$ cat src/rtl/huc_mem_arb_if.sv
// Bundle of the CPU-side, DMA-side and memory-side buses of huc_mem_arb.
// master: the environment (mapper, MCU DMA, memory); slave: the arbiter.
interface huc_mem_arb_if;
   logic        cpu_ce;
   logic        cpu_oe;
   logic        cpu_we;
   logic [23:0] cpu_addr;
   logic [7:0]  cpu_dati;
   logic [7:0]  cpu_dato;
   logic        cpu_ovf;
   logic        dma_req;
   logic        dma_we;
   logic [23:0] dma_addr;
   logic [7:0]  dma_dati;
   logic        dma_ack;
   logic [7:0]  dma_dato;
   logic        mem_ce;
   logic        mem_oe;
   logic        mem_we;
   logic [23:0] mem_addr;
   logic [7:0]  mem_dati;
   logic [7:0]  mem_dato;
   logic        busy;

   modport master (
      output cpu_ce, cpu_oe, cpu_we, cpu_addr, cpu_dati,
      output dma_req, dma_we, dma_addr, dma_dati,
      output mem_dato,
      input  cpu_dato, cpu_ovf, dma_ack, dma_dato,
      input  mem_ce, mem_oe, mem_we, mem_addr, mem_dati, busy
   );

   modport slave (
      input  cpu_ce, cpu_oe, cpu_we, cpu_addr, cpu_dati,
      input  dma_req, dma_we, dma_addr, dma_dati,
      input  mem_dato,
      output cpu_dato, cpu_ovf, dma_ack, dma_dato,
      output mem_ce, mem_oe, mem_we, mem_addr, mem_dati, busy
   );
endinterface

$ cat src/rtl/huc_mem_arb.sv
// Cartridge memory port arbiter: mapper CPU accesses (strict priority) and
// MCU DMA accesses share one memory, each as a fixed ACC_CYC strobe burst
// followed by one recovery cycle. All outputs come straight from flops.
module huc_mem_arb #(
   parameter int unsigned ACC_CYC = 4
) (
   input  logic         clk,
   input  logic         rst_n,
   huc_mem_arb_if.slave bus
);

   typedef enum logic [1:0] {IDLE = 2'd0, CPU_ACC = 2'd1, DMA_ACC = 2'd2, REC = 2'd3} state_t;

   localparam logic [3:0] LAST_CNT = 4'(ACC_CYC - 1);

   state_t      state_q, state_d;
   logic [3:0]  cnt_q, cnt_d;
   logic [1:0]  hit_q, hit_d;          // [0] sampled strobe, [1] its delayed copy
   logic        cpu_pend_q, cpu_pend_d;
   logic        cap_we_q, cap_we_d;
   logic [23:0] cap_addr_q, cap_addr_d;
   logic [7:0]  cap_dati_q, cap_dati_d;
   logic        acc_dma_q, acc_dma_d;  // current/last access belongs to DMA
   logic        dma_armed_q, dma_armed_d;
   logic        mem_ce_q, mem_ce_d;
   logic        mem_oe_q, mem_oe_d;
   logic        mem_we_q, mem_we_d;
   logic [23:0] mem_addr_q, mem_addr_d;
   logic [7:0]  mem_dati_q, mem_dati_d;
   logic [7:0]  cpu_dato_q, cpu_dato_d;
   logic [7:0]  dma_dato_q, dma_dato_d;
   logic        dma_ack_q, dma_ack_d;
   logic        cpu_ovf_q, cpu_ovf_d;
   logic        busy_q, busy_d;

   logic        cpu_hit, cpu_evt, cpu_rise;

   // Next-state, capture and output computation
   always_comb begin
      state_d     = state_q;
      cnt_d       = cnt_q;
      cpu_pend_d  = cpu_pend_q;
      cap_we_d    = cap_we_q;
      cap_addr_d  = cap_addr_q;
      cap_dati_d  = cap_dati_q;
      acc_dma_d   = acc_dma_q;
      dma_armed_d = dma_armed_q;
      mem_ce_d    = mem_ce_q;
      mem_oe_d    = mem_oe_q;
      mem_we_d    = mem_we_q;
      mem_addr_d  = mem_addr_q;
      mem_dati_d  = mem_dati_q;
      cpu_dato_d  = cpu_dato_q;
      dma_dato_d  = dma_dato_q;
      cpu_ovf_d   = cpu_ovf_q;
      dma_ack_d   = 1'b0;

      cpu_hit  = bus.cpu_ce & (bus.cpu_oe | bus.cpu_we);
      hit_d    = {hit_q[0], cpu_hit};
      cpu_evt  = hit_q[0] & ~hit_q[1];
      // A CPU edge anywhere in the detector holds off a DMA grant, so a DMA
      // request arriving together with a CPU strobe loses to the CPU.
      cpu_rise = (cpu_hit & ~hit_q[0]) | cpu_evt;

      if (!bus.dma_req) dma_armed_d = 1'b1;

      case (state_q)
         IDLE: begin
            if (cpu_pend_q) begin
               state_d    = CPU_ACC;
               cnt_d      = 4'd0;
               cpu_pend_d = 1'b0;
               acc_dma_d  = 1'b0;
               mem_ce_d   = 1'b1;
               mem_oe_d   = ~cap_we_q;
               mem_we_d   = cap_we_q;
               mem_addr_d = cap_addr_q;
               mem_dati_d = cap_dati_q;
            end else if (bus.dma_req && dma_armed_q && !cpu_rise) begin
               state_d     = DMA_ACC;
               cnt_d       = 4'd0;
               dma_armed_d = 1'b0;
               acc_dma_d   = 1'b1;
               mem_ce_d    = 1'b1;
               mem_oe_d    = ~bus.dma_we;
               mem_we_d    = bus.dma_we;
               mem_addr_d  = bus.dma_addr;
               mem_dati_d  = bus.dma_dati;
            end
         end
         CPU_ACC, DMA_ACC: begin
            if (cnt_q == LAST_CNT) begin
               state_d  = REC;
               mem_ce_d = 1'b0;
               mem_oe_d = 1'b0;
               mem_we_d = 1'b0;
               if (mem_oe_q) begin
                  if (acc_dma_q) dma_dato_d = bus.mem_dato;
                  else           cpu_dato_d = bus.mem_dato;
               end
               dma_ack_d = acc_dma_q;
            end else begin
               cnt_d = cnt_q + 4'd1;
            end
         end
         REC:     state_d = IDLE;
         default: state_d = IDLE;
      endcase

      // Capture after the IDLE decision so an event on the grant edge of a
      // CPU access is taken as the next access, not counted as lost.
      if (cpu_evt) begin
         if (cpu_pend_d) begin
            cpu_ovf_d = 1'b1;
         end else begin
            cpu_pend_d = 1'b1;
            cap_we_d   = bus.cpu_we;
            cap_addr_d = bus.cpu_addr;
            cap_dati_d = bus.cpu_dati;
         end
      end

      busy_d = (state_d != IDLE);
   end

   // State and output registers with synchronous active-low reset
   always_ff @(posedge clk) begin
      if (!rst_n) begin
         state_q     <= IDLE;
         cnt_q       <= 4'd0;
         hit_q       <= 2'b00;
         cpu_pend_q  <= 1'b0;
         cap_we_q    <= 1'b0;
         cap_addr_q  <= 24'd0;
         cap_dati_q  <= 8'd0;
         acc_dma_q   <= 1'b0;
         dma_armed_q <= 1'b1;
         mem_ce_q    <= 1'b0;
         mem_oe_q    <= 1'b0;
         mem_we_q    <= 1'b0;
         mem_addr_q  <= 24'd0;
         mem_dati_q  <= 8'd0;
         cpu_dato_q  <= 8'd0;
         dma_dato_q  <= 8'd0;
         dma_ack_q   <= 1'b0;
         cpu_ovf_q   <= 1'b0;
         busy_q      <= 1'b0;
      end else begin
         state_q     <= state_d;
         cnt_q       <= cnt_d;
         hit_q       <= hit_d;
         cpu_pend_q  <= cpu_pend_d;
         cap_we_q    <= cap_we_d;
         cap_addr_q  <= cap_addr_d;
         cap_dati_q  <= cap_dati_d;
         acc_dma_q   <= acc_dma_d;
         dma_armed_q <= dma_armed_d;
         mem_ce_q    <= mem_ce_d;
         mem_oe_q    <= mem_oe_d;
         mem_we_q    <= mem_we_d;
         mem_addr_q  <= mem_addr_d;
         mem_dati_q  <= mem_dati_d;
         cpu_dato_q  <= cpu_dato_d;
         dma_dato_q  <= dma_dato_d;
         dma_ack_q   <= dma_ack_d;
         cpu_ovf_q   <= cpu_ovf_d;
         busy_q      <= busy_d;
      end
   end

   assign bus.mem_ce   = mem_ce_q;
   assign bus.mem_oe   = mem_oe_q;
   assign bus.mem_we   = mem_we_q;
   assign bus.mem_addr = mem_addr_q;
   assign bus.mem_dati = mem_dati_q;
   assign bus.cpu_dato = cpu_dato_q;
   assign bus.dma_dato = dma_dato_q;
   assign bus.dma_ack  = dma_ack_q;
   assign bus.cpu_ovf  = cpu_ovf_q;
   assign bus.busy     = busy_q;

endmodule
$ cat src/flat_wrapper.sv
// flat-port wrapper written by rule: the top's interface ports become plain ports
module huc_mem_arb_flat 
#(
   parameter int unsigned ACC_CYC = 4
)
  (clk, rst_n, bus_cpu_ce, bus_cpu_oe, bus_cpu_we, bus_cpu_addr, bus_cpu_dati, bus_dma_req, bus_dma_we, bus_dma_addr, bus_dma_dati, bus_mem_dato, bus_cpu_dato, bus_cpu_ovf, bus_dma_ack, bus_dma_dato, bus_mem_ce, bus_mem_oe, bus_mem_we, bus_mem_addr, bus_mem_dati, bus_busy);
  huc_mem_arb_if bus_i ();
  input  logic clk;
  input  logic rst_n;
  input wire logic [$bits(bus_i.cpu_ce)-1:0] bus_cpu_ce;
  input wire logic [$bits(bus_i.cpu_oe)-1:0] bus_cpu_oe;
  input wire logic [$bits(bus_i.cpu_we)-1:0] bus_cpu_we;
  input wire logic [$bits(bus_i.cpu_addr)-1:0] bus_cpu_addr;
  input wire logic [$bits(bus_i.cpu_dati)-1:0] bus_cpu_dati;
  input wire logic [$bits(bus_i.dma_req)-1:0] bus_dma_req;
  input wire logic [$bits(bus_i.dma_we)-1:0] bus_dma_we;
  input wire logic [$bits(bus_i.dma_addr)-1:0] bus_dma_addr;
  input wire logic [$bits(bus_i.dma_dati)-1:0] bus_dma_dati;
  input wire logic [$bits(bus_i.mem_dato)-1:0] bus_mem_dato;
  output wire logic [$bits(bus_i.cpu_dato)-1:0] bus_cpu_dato;
  output wire logic [$bits(bus_i.cpu_ovf)-1:0] bus_cpu_ovf;
  output wire logic [$bits(bus_i.dma_ack)-1:0] bus_dma_ack;
  output wire logic [$bits(bus_i.dma_dato)-1:0] bus_dma_dato;
  output wire logic [$bits(bus_i.mem_ce)-1:0] bus_mem_ce;
  output wire logic [$bits(bus_i.mem_oe)-1:0] bus_mem_oe;
  output wire logic [$bits(bus_i.mem_we)-1:0] bus_mem_we;
  output wire logic [$bits(bus_i.mem_addr)-1:0] bus_mem_addr;
  output wire logic [$bits(bus_i.mem_dati)-1:0] bus_mem_dati;
  output wire logic [$bits(bus_i.busy)-1:0] bus_busy;
  assign bus_i.cpu_ce = bus_cpu_ce;
  assign bus_i.cpu_oe = bus_cpu_oe;
  assign bus_i.cpu_we = bus_cpu_we;
  assign bus_i.cpu_addr = bus_cpu_addr;
  assign bus_i.cpu_dati = bus_cpu_dati;
  assign bus_i.dma_req = bus_dma_req;
  assign bus_i.dma_we = bus_dma_we;
  assign bus_i.dma_addr = bus_dma_addr;
  assign bus_i.dma_dati = bus_dma_dati;
  assign bus_i.mem_dato = bus_mem_dato;
  assign bus_cpu_dato = bus_i.cpu_dato;
  assign bus_cpu_ovf = bus_i.cpu_ovf;
  assign bus_dma_ack = bus_i.dma_ack;
  assign bus_dma_dato = bus_i.dma_dato;
  assign bus_mem_ce = bus_i.mem_ce;
  assign bus_mem_oe = bus_i.mem_oe;
  assign bus_mem_we = bus_i.mem_we;
  assign bus_mem_addr = bus_i.mem_addr;
  assign bus_mem_dati = bus_i.mem_dati;
  assign bus_busy = bus_i.busy;
  huc_mem_arb #(.ACC_CYC(ACC_CYC)) u_core (.clk(clk), .rst_n(rst_n), .bus(bus_i));
endmodule
$ cat config.mk
export PLATFORM = sky130hd
export DESIGN_NAME = huc_mem_arb_flat
export DESIGN_NICKNAME = d
export VERILOG_FILES = /design/src/rtl/huc_mem_arb_if.sv /design/src/rtl/huc_mem_arb.sv /design/src/flat_wrapper.sv
export SDC_FILE = /design/constraint.sdc
export NUM_CORES = 1
export LEC_CHECK = 0
export CORE_MARGIN = 8
export CORE_UTILIZATION = 52
export CTS_BUF_LIST = sky130_fd_sc_hd__clkbuf_4 sky130_fd_sc_hd__clkbuf_8
export DETAILED_ROUTE_END_ITERATION = 10
export PLACE_DENSITY = 0.91
export SETUP_SLACK_MARGIN = 0.2
export SLEW_MARGIN = 25
export SYNTH_ARGS = -nofsm -noshare
export SYNTH_HDL_FRONTEND = slang
export SYNTH_SLANG_ARGS = --single-unit
$ cat constraint.sdc
create_clock -name clk -period 3.2 [get_ports clk]
set_input_delay 0.96 -clock clk [delete_from_list [all_inputs] [get_ports clk]]
set_output_delay 0.96 -clock clk [all_outputs]
set_load 0.01 [all_outputs]
* After elaboration in Yosys (flattened, before gate mapping)
Cells that the tools add are included.
** Operators by class
- $add $sub $neg :: 1
- $mul :: 0
- Divide/modulo/power cells :: 0
- Order comparisons :: 0
- Equality and inequality tests :: 7
- Shift-type cells :: 0
- Muxes and demuxes :: 29
- Bitwise logic cells :: 11
- Reduce and logical (&&, ||, !) cells :: 16
** Operators with widths (number)
- 24-bit 2-to-1 mux :: 2
- 8-bit 2-to-1 mux :: 2
- 1-bit 2-to-1 mux :: 14
- 4-bit 2-to-1 mux :: 3
- 3-bit AND reduction :: 3
- 4-bit case mux with 2 select lines :: 1
- 4-bit AND reduction :: 2
- 2-bit 2-to-1 mux :: 3
- 1-bit inverter :: 6
- 1-bit case mux with 2 select lines :: 3
- 2-bit case mux with 3 select lines :: 1
- 2-bit AND reduction :: 3
- 2-bit nonzero test :: 3
- 4-bit by 1-bit adder with 4-bit output (second input constant) :: 1
- 2-bit == test (second input constant) :: 2
- 4-bit by 2-bit == test with 1-bit output (second input constant) :: 1
- 1-bit bitwise AND :: 3
- 3-bit by 1-bit inequality test with 1-bit output (second input constant) :: 1
- 2-bit by 1-bit == test with 1-bit output (second input constant) :: 1
- 1-bit logical AND :: 2
- 2-bit zero test :: 1
- 2-bit by 1-bit inequality test with 1-bit output (second input constant) :: 1
- 2-bit inequality test (second input constant) :: 1
- 1-bit bitwise OR :: 2
- other kinds (2) :: 2
** Storage, ports and cells
- Flip-flop bits (word level) :: 98
- Bits in latches :: 0
- Memory bits (writable) :: 0
- Bits in read-only memories :: 0
- Input port bits :: 79
- Output and inout port bits :: 54
- Memories kept :: 0

* Longest topological paths before layout
Gate-level depths: netlist (run 1).
- Word-level depth :: 10
- Mapped depth :: 8
- Depth with buffers taken out :: 6

* Worst setup path after synthesis (run 1)
OpenSTA, ideal clock, no wires.
- Path type :: input port to flip-flop
- From :: input bus_cpu_we
- To :: register u_core.mem_addr_q[10], in the netlist u_core.bus.mem_addr[10]
- Arrival time :: 1.846 ns
- Required time :: 3.084 ns
- Path slack :: 1.237 ns
- Cell stages on the path :: 5
- Buffers on the path :: 1
- Path through :: o21ai_1 > o211a_1 > o21a_2 > buf_6 > o211a_1
** Between the ends
- Cells in the longest elaborated chain, start to end :: 8
** RTL lines
- start, declared :: RTL line flat_wrapper.sv:12 : input wire logic [$bits(bus_i.cpu_we)-1:0] bus_cpu_we;
- 1-bit bitwise OR :: RTL line huc_mem_arb.sv:58 : cpu_hit = bus.cpu_ce & (bus.cpu_oe | bus.cpu_we);
- 1-bit bitwise AND :: RTL line huc_mem_arb.sv:58
- 1-bit bitwise AND :: RTL line huc_mem_arb.sv:63 : cpu_rise = (cpu_hit & ~hit_q[0]) | cpu_evt;
- 1-bit bitwise OR :: RTL line huc_mem_arb.sv:63
- 1-bit zero test :: RTL line huc_mem_arb.sv:79 : end else if (bus.dma_req && dma_armed_q && !cpu_rise) begin
- 1-bit logical AND :: RTL line huc_mem_arb.sv:79
- 2-bit nonzero test (no line)
- 2-bit AND reduction (no line)
- end signal, assigned :: RTL line huc_mem_arb.sv:161 : mem_addr_q <= mem_addr_d;
- end, declared :: RTL line huc_mem_arb.sv:28 : logic [23:0] mem_addr_q, mem_addr_d;
Every way passes these cells.
A chain may end at the register's enable or synchronous reset.

* Worst setup path in the final report (run 1)
- From :: input bus_cpu_we
- To :: register u_core.acc_dma_q
** Between the ends
- Cells in the longest elaborated chain, start to end :: 8
** RTL lines
- 1-bit bitwise OR :: RTL line huc_mem_arb.sv:58
- 1-bit bitwise AND :: RTL line huc_mem_arb.sv:58
- 1-bit bitwise AND :: RTL line huc_mem_arb.sv:63
- 1-bit bitwise OR :: RTL line huc_mem_arb.sv:63
- 1-bit zero test :: RTL line huc_mem_arb.sv:79
- 1-bit logical AND :: RTL line huc_mem_arb.sv:79
- 2-bit nonzero test (no line)
- 2-bit AND reduction (no line)
- end signal, assigned :: RTL line huc_mem_arb.sv:156 : acc_dma_q <= acc_dma_d;
- end, declared :: RTL line huc_mem_arb.sv:23 : logic acc_dma_q, acc_dma_d;
Every way passes these cells.

==> results.toml, run 1 <==
[run_status]
status = "finished, final reports clean"

[clocking]
cts_tree = "done"
cts_inserted_buffers = 9
cts.htree.levels = 3
cts_hold_buf = 0
insertion_delay_ns = 0.37
ctsLongestPathBuffers = 2
cts_setup_buffers = 0
postCtsResizedCells = 0
clock_sinks = 98
path_clk_slew_ns = 0.10
clockRootBuffer = "clkbuf_8"

[routing]
drtIter0Drc = 183
via_per_inst = 5.64
remaining_drc_errors = 0
vias = 3744
wl_um = 12000
drtAntennaViolNets = 0
wl_per_cell_um = 18.0
dr.pass1.iters = 5

[timing]
worst_slack_ns = 0.800
setup_viol = 0
max_freq_mhz = 417
finalCriticalPeriod_ns = 2.40
final_max_slew_viol_count = 0
tightest_slew_ns = 0.900
hold_violations = 0
rsz0062_at_grt = "false"
relSlewSlack = 0.400
fin_setup_tns_ns = 0
period_share = 0.750
skew_ns = 0.00778

[synth]
ys_top_cells_by_area = "dfxtp_1, mux2i_1, o211a_1, nand2_1, o211ai_1"
synth_area_sq_um = 4230
yosysMostFrequentCell = "dfxtp_1"
yosys-top-cells-count = "dfxtp_1, nand2_1, mux2i_1"
netlist_instances = 443
avgSynthCellArea_sq_um = 9.55
synth_nets = 525
yosys_warnings = 0
synthArstFlopShare = 0
yosysUniqueCellTypes = 38
synth_edf_count = 0
synth_ff_type = "dfxtp_1"
synth_seq_area_share = 0.464
synth_top_cell_area_share = 0.464
yosys.area.top_type = "dfxtp_1"
ys_ff_latch = 98

[critical_path]
critPathLaunch = "bus_cpu_we"
reg2reg_depth = 6
cp_max_fo = 33
worstSetupStartpointType = "input pin"
path_class = "in -> reg"
r2r_slack_ns = 1.08
worstReg2RegStart = "u_core.state_q[0]$_SDFF_PN0_"
worstSetupEndpointType = "flip-flop"
crit_end = "u_core.acc_dma_q$_SDFFE_PN0P_"
required_ns = 3.44
critPathArrivalTime_ns = 2.64
r2r_end = "u_core.bus.cpu_dato[7]$_SDFFE_PN0P_"

[grt]
grt_use_met2 = 0.363
grt_use_met1 = 0.246
grt_max_degree = 69
busiest_layer = "met2"
grt_pass1_wl_um = 19300
grtUsageMet3 = 0.0641
overflow = 0
antenna_found_initial = 0
grt_usage = 0.210
grt_pass1_vias = 3939

[floorplan]
io_pins = 133
initial_utilization = 0.526
dieHeight_um = 106
die_w_um = 106
die_area_sq_um = 11300
rows = 33
core_area_sq_um = 8050

[power]
p_seq_frac = 0.473
p_clk_frac = 0.269
pwr_density_cell_nw_per_um2 = 525
power_frac_comb = 0.258
p_total_uw = 2990
switching_share = 0.300
intPower_uw = 2100
ir_drop_uv = 285
p_leak_uw = 0.00240
p_sw_uw = 899

[cells_and_area]
final-seq-area_sq_um = 1960
fillers = 617
multi_input_area_sq_um = 2030
layout-drive-gt1-share = 0.0644
area_growth_pct = 34.8
nets = 636
fin_area_sq_um = 5700
diodes = 0
final_util = 0.708

[place]
postPlaceCellArea_sq_um = 5500
dp_hpwl_um = 8610
gp_routability_congestion = 0.811
io_buffers = 132
dpl_worst_slack_ns = 0.412

[hold_path]
whs_path_depth = 2
hp-class = "reg -> reg"

[flow_run]
maxCapViolCount = 0
[kinds of logic after synthesis]
| kind of cell | Yosys count | synth area share |
|---|---|---|
| buffers and inverters | 42 | 0.0577 |
| AOI/OAI and AO/OA | 125 | 0.222 |
| and+or+nand+nor | 126 | 0.132 |
| DFF | 98 | 0.464 |
| adders and majority gates | 3 | 0.00887 |
| muxes | 49 | 0.116 |
[per-stage QoR]
| step | hold WS [ns] | cells |
|---|---|---|
| 3_3_place_gp | 0.441 | 648 |
| 5_1_grt | 0.482 | 664 |
| 3_5_place_dp | 0.448 | 648 |
| 6_report | 0.461 | 664 |
| 2_1_floorplan | 0.436 | 443 |
| 4_1_cts | 0.461 | 664 |
[power by group through the flow]
stage          clock (uW)  combinational, uW  sequential (uW)
2_1_floorplan           0                389             1460
3_3_place_gp            0                744             1440
3_5_place_dp            0                770             1440
4_1_cts               818                776             1410
5_1_grt               878                831             1430
6_report              806                773             1420
[sequential cells by signal, summed over array words and instances (netlist names)]
name                 cells
u_core.bus.dma_ack       1
u_core.dma_armed_q       1
u_core.bus.busy          1
u_core.bus.mem_we        1
u_core.cap_dati_q        8
u_core.state_q           2
u_core.bus.cpu_dato      8
u_core.cap_we_q          1
u_core.bus.mem_dati      8
u_core.bus.mem_oe        1
u_core.bus.mem_addr     24
u_core.acc_dma_q         1
u_core.bus.mem_ce        1
u_core.cpu_pend_q        1
u_core.bus.dma_dato      8
u_core.bus.cpu_ovf       1
u_core.cap_addr_q       24
u_core.cnt_q             4
u_core.hit_q             2
[worst max-delay path: stages]
cell and delay, ns:
clkdlybuf4s50_1 0.42, o21ai_1 0.29, o211a_1 0.22, o21a_2 0.57, o21ai_0 0.17
[placed cells by master, fill, tap and decap left out, drive strengths merged, types with 2 or more instances in the layout]
cell type      instances
dfxtp                 98
nor2                  26
inv                    4
clkdlybuf4s50        131
clkbuf                 9
nand3                  4
nor3                   3
o211a                 33
buf                    8
ha                     3
clkinv                 4
and2                   4
o211ai                34
nand2b                 4
nand2                 74
o22ai                  2
nor2b                  5
a21oi                 37
mux2i                 49
o21ai                  9
nand3b                 2
a32o                   4
[per-layer routing]
layer	wire (um)	part of all wire
met1	5060	0.42
met2	5900	0.49
met3	839	0.070
met4	172	0.014
met5	0	0
[area by class of cell]
| class | instances | share of cell area |
|---|---|---|
| flip-flops and latches | 98 | 0.344 |
| repair buffers | 139 | 0.240 |
| clock buffers | 9 | 0.0217 |
| clock inverters | 7 | 0.0136 |
| inverters | 3 | 0.00197 |
| multi-input cells | 303 | 0.355 |
| well taps | 105 | 0.0230 |
[how the worst min path moves through the flow]
stage	from	slack, ns	end
after global routing	u_core.cap_addr_q[0]$_SDFFE_PN0P_	0.48	u_core.cap_addr_q[0]$_SDFFE_PN0P_
final	u_core.cap_addr_q[7]$_SDFFE_PN0P_	0.46	u_core.cap_addr_q[7]$_SDFFE_PN0P_
after global placement	u_core.cap_dati_q[5]$_SDFFE_PN0P_	0.44	u_core.cap_dati_q[5]$_SDFFE_PN0P_
after detailed placement	u_core.cap_addr_q[16]$_SDFFE_PN0P_	0.45	u_core.cap_addr_q[16]$_SDFFE_PN0P_
after CTS	u_core.cap_addr_q[16]$_SDFFE_PN0P_	0.46	u_core.cap_addr_q[16]$_SDFFE_PN0P_
after floorplan	u_core.cap_addr_q[0]$_SDFFE_PN0P_	0.44	u_core.cap_addr_q[0]$_SDFFE_PN0P_
No activity file was read; power rests on OpenSTA's default activity.
==> run 2, diff against run 1 <==
--- a/config.mk
+++ b/config.mk
@@ -6,10 +6,10 @@
 export NUM_CORES = 1
 export LEC_CHECK = 0
 export CORE_MARGIN = 8
-export CORE_UTILIZATION = 52
+export CORE_UTILIZATION = 48
 export CTS_BUF_LIST = sky130_fd_sc_hd__clkbuf_4 sky130_fd_sc_hd__clkbuf_8
 export DETAILED_ROUTE_END_ITERATION = 10
-export PLACE_DENSITY = 0.91
+export PLACE_DENSITY = 0.85
 export SETUP_SLACK_MARGIN = 0.2
 export SLEW_MARGIN = 25
 export SYNTH_ARGS = -nofsm -noshare
==> constraint.sdc (replaced) <==
create_clock -name clk -period 2.4 [get_ports clk]
set_input_delay 0.72 -clock clk [delete_from_list [all_inputs] [get_ports clk]]
set_output_delay 0.72 -clock clk [all_outputs]
set_load 0.01 [all_outputs]
==> results.toml, run 2 (synthesis gave the netlist of run 1 again) <==
[grt]
grt_pass1_wl_um = 18500
grt_max_degree = 39
grt_pass1_vias = 3782
grt_usage = 0.193
antenna_found_initial = 0
overflow = 0

[power]
power_frac_comb = 0.264
p_sw_uw = 1140
intPower_uw = 2730
p_total_uw = 3870
switching_share = 0.295
ir_drop_uv = 375
pwr_density_cell_nw_per_um2 = 674
p_leak_uw = 0.00241
p_seq_frac = 0.490
p_clk_frac = 0.247

[routing]
drtIter0Drc = 241
dr.pass1.iters = 6
via_per_inst = 5.54
remaining_drc_errors = 0
drtAntennaViolNets = 0
wl_um = 11500
vias = 3731
wl_per_cell_um = 17.1

[critical_path]
critPathArrivalTime_ns = 1.33
r2r_slack_ns = 0.41
r2r_end = "u_core.dma_armed_q$_SDFF_PN1_"
crit_buf_inv = 1
critPathLaunch = "u_core.bus.mem_oe$_SDFFE_PN0P_"
cp_cell_sequence = "clkdlybuf4s50_1"
crit_family = "buffers and inverters"
reg2reg_depth = 7
crit_path_top_delay_cell = "clkdlybuf4s50_1"
worstReg2RegStart = "u_core.state_q[0]$_SDFF_PN0_"
worstSetupStartpointType = "flip-flop"
required_ns = 1.68
worstSetupEndpointType = "primary output"
cp_max_fo = 4
cp_slowest_stage_delay_ns = 0.57
path_class = "reg -> out"

[timing]
tightest_slew_ns = 0.602
skew_ns = 0.0109
final_max_slew_viol_count = 0
max_freq_mhz = 488
fin_setup_tns_ns = 0
hold_violations = 0
finalCriticalPeriod_ns = 2.05
rsz0062_at_grt = "false"
relSlewSlack = 0.599
setup_viol = 0
period_share = 0.853

[place]
dp_cells = 657
io_buffers = 132
postPlaceCellArea_sq_um = 5550
dp_hpwl_um = 8650
gp_routability_congestion = 0.872

[clocking]
cts_tree = "done"
ctsLongestPathBuffers = 2
path_clk_slew_ns = 0.08
cts.htree.levels = 3
clockRootBuffer = "clkbuf_8"
insertion_delay_ns = 0.36
cts_hold_buf = 0
clock_sinks = 98
cts_inserted_buffers = 9

[hold_path]
whs_endpoint = "u_core.cap_addr_q[20]$_SDFFE_PN0P_"
hp-class = "reg -> reg"
whs_path_depth = 2
hold_start = "u_core.cap_addr_q[20]$_SDFFE_PN0P_"

[cells_and_area]
stdcell_count = 673
nets = 643
fin_area_sq_um = 5740
layout-drive-gt1-share = 0.0743
final_util = 0.664
final_common_cell = "clkdlybuf4s50_1"
diodes = 0
final_cell_mix = "clkdlybuf4s50_1, dfxtp_1, nand2_1"
area_growth_pct = 35.6

[run_status]
status = "finished, final reports clean"

[floorplan]
dieHeight_um = 110
rows = 34
io_pins = 133
core_area_sq_um = 8640
die_w_um = 110
initial_utilization = 0.490
die_area_sq_um = 12100

[flow_run]
maxCapViolCount = 0
## run 2: cell count changes in the layout (fill, tap and decap cells not counted), sizes merged
cell	change
buf	+7
bufinv	-1
clkbuf	+2
clkinv	-2
clkinvlp	+1
inv	-1
## run 2: power by group through the flow
stage	combinational, uW	clock [uW]	sequential, uW
5_1_grt	1100	1050	1910
3_5_place_dp	1020	0	1930
4_1_cts	1020	976	1890
2_1_floorplan	518	0	1950
6_report	1020	954	1890
3_3_place_gp	991	0	1930
## run 2: routing by layer
layer | up-vias | global-route usage | wire, um
met5 | - | 0 | 0
li1 | 1816 | - | -
met3 | 19 | 0.0545 | 1020
met2 | 139 | 0.319 | 5540
met4 | 0 | 0.0714 | 185
met1 | 1757 | 0.232 | 4790
## run 2: worst max-delay path by stage
stage                                                end  slack [ns]  cells after the start
floorplan           u_core.bus.mem_addr[10]$_SDFFE_PN0P_        0.68                      5
global placement           u_core.acc_dma_q$_SDFFE_PN0P_        -0.1                      5
detailed placement         u_core.acc_dma_q$_SDFFE_PN0P_       -0.20                      5
CTS                  u_core.bus.cpu_dato[3]$_SDFFE_PN0P_        0.29                      6
global route                u_core.cnt_q[2]$_SDFFE_PN0P_        0.24                      6
finish                                        bus_mem_oe        0.35                      1
## run 2: tightest hold or removal path, delay by kind of cell (launching register included)
kind	cells	cell delay, ns
simple gates	1	0.05
compound gates	1	0.05
flops	1	0.32
## run 2: final cells by class
type	count	area, sq um
fill	709	2900
clock inverter	4	28.8
multi-input combinational	303	2030
clock buffer	11	145
timing repair buffer	146	1420
inverter	3	11.3
tap	108	135
sequential	98	1960
## run 2: per-stage QoR
step           setup slack (ns)  hold slack, ns
2_1_floorplan             0.677           0.436
3_3_place_gp            -0.0962           0.441
3_5_place_dp             -0.204           0.449
4_1_cts                   0.291           0.461
5_1_grt                   0.235           0.486
6_report                  0.353           0.461
## run 2: repair_timing
item / 4_1_cts / 5_1_grt
resized for setup: 1 / 0
setup endpoints to repair: 1 / 7
setup buffers: 0 / 1
gates cloned: 0 / 0
==> run 3, diff against run 2 <==
==> constraint.sdc (replaced) <==
create_clock -name clk -period 2.4 [get_ports clk]
set_input_delay 0.48 -clock clk [delete_from_list [all_inputs] [get_ports clk]]
set_output_delay 0.48 -clock clk [all_outputs]
set_load 0.01 [all_outputs]
==> results.toml, run 3 (synthesis gave the netlist of run 1 again) <==
[cells_and_area]
nets = 640
final_common_cell = "clkdlybuf4s50_1"
layout-drive-gt1-share = 0.0710
diodes = 0
final_cell_mix = "clkdlybuf4s50_1, dfxtp_1, nand2_1"
area_growth_pct = 36.0
stdcell_count = 671
fin_area_sq_um = 5760

[clocking]
cts_hold_buf = 0
clock_sinks = 98
clockRootBuffer = "clkbuf_8"
ctsLongestPathBuffers = 2
cts_setup_buffers = 0
path_clk_slew_ns = 0.10
cts_tree = "done"
cts.htree.levels = 3
postCtsResizedCells = 0
cts_inserted_buffers = 9
insertion_delay_ns = 0.36

[run_status]
status = "finished, final reports clean"

[routing]
vias = 3696
drtIter0Drc = 171
wl_per_cell_um = 17.6
via_per_inst = 5.51
remaining_drc_errors = 0
dr.pass1.iters = 4
wl_um = 11800
drtAntennaViolNets = 0

[grt]
grt_max_degree = 41
grt_usage = 0.202
overflow = 0
grt_pass1_wl_um = 19400
antenna_found_initial = 0
grt_pass1_vias = 3914

[critical_path]
worstSetupEndpointType = "flip-flop"
reg2reg_depth = 7
worstSetupStartpointType = "flip-flop"
cp_max_fo = 38
critPathArrivalTime_ns = 2.26
required_ns = 2.70
path_class = "reg -> reg"

[floorplan]
die_w_um = 110
dieHeight_um = 110
initial_utilization = 0.490
die_area_sq_um = 12100
rows = 34
io_pins = 133
core_area_sq_um = 8640

[timing]
hold_violations = 0
max_freq_mhz = 510
tightest_slew_ns = 0.648
relSlewSlack = 0.568
skew_ns = 0.0128
period_share = 0.817
setup_viol = 0
final_max_slew_viol_count = 0
fin_setup_tns_ns = 0
rsz0062_at_grt = "false"
finalCriticalPeriod_ns = 1.96

[power]
ir_drop_uv = 375
pwr_density_cell_nw_per_um2 = 709
p_leak_uw = 0.00242
p_total_uw = 4080

[place]
gp_routability_congestion = 0.830
dp_hpwl_um = 8740
dp_cells = 654
io_buffers = 132
postPlaceCellArea_sq_um = 5530

[hold_path]
whs_path_depth = 2
hp-class = "reg -> reg"

[flow_run]
maxCapViolCount = 0
==> run 3: changes by cell type in the layout (fill, tap and decap cells not counted), sizes merged <==
cell	before	now
inv	3	4
buf	15	12
clkbuf	11	10
bufinv	0	2
clkinvlp	2	1
==> run 3: worst paths after layout <==
kind                                           start                                 end  slack (ns)
setup reg to reg        u_core.state_q[0]$_SDFF_PN0_          u_core.bus.busy$_SDFF_PN0_        0.44
setup / recovery        u_core.state_q[0]$_SDFF_PN0_          u_core.bus.busy$_SDFF_PN0_        0.44
hold reg to reg   u_core.cap_addr_q[22]$_SDFFE_PN0P_  u_core.cap_addr_q[22]$_SDFFE_PN0P_        0.46
hold / removal    u_core.cap_addr_q[22]$_SDFFE_PN0P_  u_core.cap_addr_q[22]$_SDFFE_PN0P_        0.46
==> run 3: final cells by class <==
cell class	instances	area (sq um)
fillers	717	2880
multi-input cells	303	2030
flip-flops and latches	98	1960
repair buffers	143	1400
well taps	108	135
clock buffers	10	131
clock inverters	6	90.1
inverters	3	11.3
==> run 3: per-stage QoR <==
stage	worst slack, ns	utilization	hold slack (ns)
final	0.438	0.667	0.458
after global routing	0.270	0.667	0.474
after CTS	0.236	0.666	0.458
after detailed placement	0.173	0.640	0.446
after global placement	0.210	0.640	0.443
after floorplan	0.859	-	0.436
==> run 3: power by group <==
| part | switching (uW) | leakage, uW | internal (uW) | total [uW] |
|---|---|---|---|---|
| clock network | 569 | 0.000110 | 603 | 1170 |
| logic | 494 | 0.00151 | 525 | 1020 |
| registers | 105 | 0.000801 | 1780 | 1890 |
==> run 3: worst max-delay path: stages (launching register included) <==
cell      delay (ns)
dfxtp_1         0.34
inv_1           0.07
ha_1            0.18
buf_4           0.39
nor2b_1         0.37
o2111a_1        0.33
nor3_1          0.10
o21ai_1         0.11
==> run 3: metal layers <==
| metal | global-route usage | wire length (um) |
|---|---|---|
| met2 | 0.345 | 5800 |
| met4 | 0.0733 | 162 |
| met1 | 0.232 | 4780 |
| met5 | 0 | 0 |
| met3 | 0.0639 | 1060 |
==> RTL change 1, RTL diff (settings of run 3) <==
Reset style: asynchronous (`rst_n`), changed in one clocked block. Comments in the files are not updated.
--- a/src/rtl/huc_mem_arb.sv
+++ b/src/rtl/huc_mem_arb.sv
@@ -124,7 +124,7 @@
    end
 
    // State and output registers with synchronous active-low reset
-   always_ff @(posedge clk) begin
+   always_ff @(posedge clk or negedge rst_n) begin
       if (!rst_n) begin
          state_q     <= IDLE;
          cnt_q       <= 4'd0;
Function: differs if rst_n is asserted again (counterexample within 4 cycles, from zero or initial values and one cycle with rst_n low); with rst_n held inactive, the same outputs for 10 cycles.
==> RTL change 1 against run 3 <==
  * Design area grew 3.7%
  * Wire length shrank 13%
  * Critical endpoint is now u_core.bus.cpu_dato[5]
  * Critical path type unchanged
  * Sequential share of layout area grew 7.0 points
  * Synthesized cell count shrank 35%
  * Sequential cell count is the same
  * Setup slack lost 0.074 ns
  * Area after synthesis grew 0.62%
Power is not compared: it rests on default switching activity, and its combinational part moved more than twofold at a synthesized area within 25%.
==> RTL change 1: results <==
[global_route]
met2_usage = 0.2765
grt_max_degree = 54
grt_pass1_vias = 3259
use_met3 = 0.06977
grtUsageMet1 = 0.2171
grtUsageTotal = 0.1746
antenna_found_initial = 0
grt_pass1_wl_um = 16630

[yosys]
ys_async_sr_fraction = 1.000
synth_xor_area_frac = 0
synth_fa_ha_area_frac = 0.008816
synth_area_per_cell_um2 = 14.78
synth_commonest_cells = "mux2_2, dfrtp_1, inv_1, mux2_4, a21oi_1"
yosys_warnings = 0
ys_top_cells_by_area = "dfrtp_1, mux2_2, mux2_4"
ys_seq_area_frac = 0.5763
synth_nets = 370
synth_cell_type_count = 39
synth_compound_gate_area_share = 0.04966
muxShareOfSynthArea = 0.3086

[critical_path]
reg2reg_slack_ns = 0.36
reg2reg_depth = 5
worstPathArrival_ns = 2.28
criticalPathCategory = "reg2reg"
crit_path_max_fanout = 8
cp-endpoint = "u_core.bus.cpu_dato[5]"
rr_startpoint = "u_core.cnt_q[0]"

[sta]
finalCritPeriodShare = 0.8484
skew_ns = 0.007344
fin_hold_ws_ns = 0.1433
slew_headroom = 0.5630

[layout]
layout-area-overhead-vs-synth_pct = 40.14
instances_no_fill = 541
drive_gt1_frac = 0.3372
final.fill_count = 623
nets = 510
diodes = 0

[routing]
drt-initial-drc-count = 84
wl_met3_um = 1091
wl_met2_um = 4719
wl_met1_um = 4339
drt-vias-per-instance = 5.447
top_layer = "met4"
post_drt_wl_per_cell_um = 18.91
drtPass1Iterations = 4

[clock_network]
cts-buffers-inserted = 9
clockBufferDepth = 2
clk_pin_slew_ns = 0.09
ctsRootBufferMaster = "clkbuf_8"
cts.htree.levels = 3

[placed_design]
pre_cts_ws_ns = 0.08853
post_dp_cell_area_mm2 = 0.005759
port_buffers = 132
dp_hpwl_um = 7555
placedCellCount = 525
routabilityCongestion = 0.8126

[worst_hold_path]
holdCritPathClass = "in2async"

[pwr]
power_frac_seq = 0.399
ir_worst_vdd_mv = 0.6049

[status]
status = "finished, final reports clean"
RTL change 1: changes by cell type after synthesis, sizes merged, moves of 16 or more:
cell / run 3 / this run
o211a: 33 / 0
dfrtp: 0 / 97
o211ai: 34 / 1
mux2i: 49 / 0
buf: 25 / 9
nor2: 26 / 2
nand2: 74 / 4
dfxtp: 98 / 0
a21oi: 37 / 7
mux2: 0 / 114
RTL change 1: worst max-delay path, stage by stage (launching register included):
cell     delay, ns
dfrtp_1       0.42
ha_1          0.24
nor3b_4       0.36
nand2_1       0.13
or3_4         0.44
mux2_4        0.33
RTL change 1: area by class of cell:
class,instances,share of cell area
clock buffers,10,0.02307
multi-input cells,169,0.2871
inverters,8,0.005033
clock inverters,6,0.01090
flip-flops and latches,98,0.4114
well taps,108,0.02265
repair buffers,142,0.2399
RTL change 1: timing repair:
item | CTS | global route
setup endpoints to repair | 0 | 8
hold buffers | 0 | 0
resized for setup | 0 | 1
==> RTL change 2, RTL diff (flow settings as in run 3) <==
Without the edit above. Re-encode `state_t` (4 states) as one-hot, 4 bits wide.
--- a/src/rtl/huc_mem_arb.sv
+++ b/src/rtl/huc_mem_arb.sv
@@ -9,7 +9,7 @@
    huc_mem_arb_if.slave bus
 );
 
-   typedef enum logic [1:0] {IDLE = 2'd0, CPU_ACC = 2'd1, DMA_ACC = 2'd2, REC = 2'd3} state_t;
+   typedef enum logic [3:0] {IDLE = 4'b0001, CPU_ACC = 4'b0010, DMA_ACC = 4'b0100, REC = 4'b1000} state_t;
 
    localparam logic [3:0] LAST_CNT = 4'(ACC_CYC - 1);
 
Formal check against the unedited RTL: no difference found for any inputs over 10 cycles, from zero or initial values and one cycle with rst_n low; not proved beyond that.
==> RTL change 2 against run 3 <==
  * Design area rose by 4.0%
  * First-iteration DRC count rose by 81%
  * Sequential power fell by 4%
  * Utilization fell by 0.31 points
  * Wire length rose by 7.6%
  * Setup slack got worse by 0.093 ns
  * Power fell by 11%
  * Sequential cell count rose by 2
  * Area after synthesis rose by 3.4%
==> RTL change 2: results <==
[global_route]
grt_pass1_vias = 4147
use_met3 = 0.06613
grt_max_degree = 105
grtUsageMet1 = 0.2378
met2_usage = 0.3303

[routing]
drt-vias-per-instance = 5.787
wl_met2_um = 6195
drtPass1Iterations = 5
post_drt_wl_per_cell_um = 17.32
drt-initial-drc-count = 309
wl_met3_um = 983

[layout]
nFlopsAndLatches = 100
finish.utilization = 0.6635
clk_share = 0.03365
nNonClkBuffers = 146
multi_input_area_share = 0.3595
drive_gt1_frac = 0.05788
final.fill_count = 748
nets = 697
area.sequential_mm2 = 0.002003
instances_no_fill = 733

[yosys]
synth_compound_gate_area_share = 0.1450
synth_xor_area_frac = 0.004005
yosysTopAreaCellShare = 0.4577
ys_seq_area_frac = 0.4577
synth_fa_ha_area_frac = 0.002860
synth_area_per_cell_um2 = 8.645
muxShareOfSynthArea = 0.03661
ys_top_cells_by_area = "dfxtp_1, nand2_1, a41oi_1"
synth_cell_type_count = 42

[critical_path]
cp-endpoint = "u_core.bus.mem_oe"
crit_path_max_fanout = 34
crit_slowest_cell = "or4b_1"
max_stage_delay_ns = 0.64

[sta]
worst_pin_slew_ns = 0.8031
fin_hold_ws_ns = 0.4600
skew_ns = 0.01419
setup_ws_ns = 0.3449

[placed_design]
post_dp_cell_area_mm2 = 0.005784
routabilityCongestion = 0.8327
placedCellCount = 717

[die]
fp.dieArea_mm2 = 0.01242

[pwr]
power.leakage_nw = 2.082
ir_worst_vdd_mv = 0.3962

[status]
status = "finished, final reports clean"
## RTL change 2: cell count changes in the layout (fill, tap and decap cells not counted), sizes merged, moves of 31 or more
cell,change
a41oi,+32
mux2i,-33
nand3,+31
nand3b,+31
nand4b,+31
o211a,-32
o211ai,-33
## RTL change 2: worst min-delay path by stage
stage | endpoint | from | cells after the start
4_1_cts | u_core.cap_we_q | u_core.cap_we_q | 2
3_5_place_dp | u_core.cap_we_q | u_core.cap_we_q | 2
6_report | u_core.cap_we_q | u_core.cap_we_q | 2
2_1_floorplan | u_core.cap_we_q | u_core.cap_we_q | 2
3_3_place_gp | u_core.cap_we_q | u_core.cap_we_q | 2
5_1_grt | u_core.cap_dati_q[5] | u_core.cap_dati_q[5] | 2
## RTL change 2: where the power goes
part	switching (mW)	internal, mW	leakage (nW)
sequential	0.0641	1.75	0.814
clock	0.607	0.501	0.0929
combinational	0.351	0.346	1.17
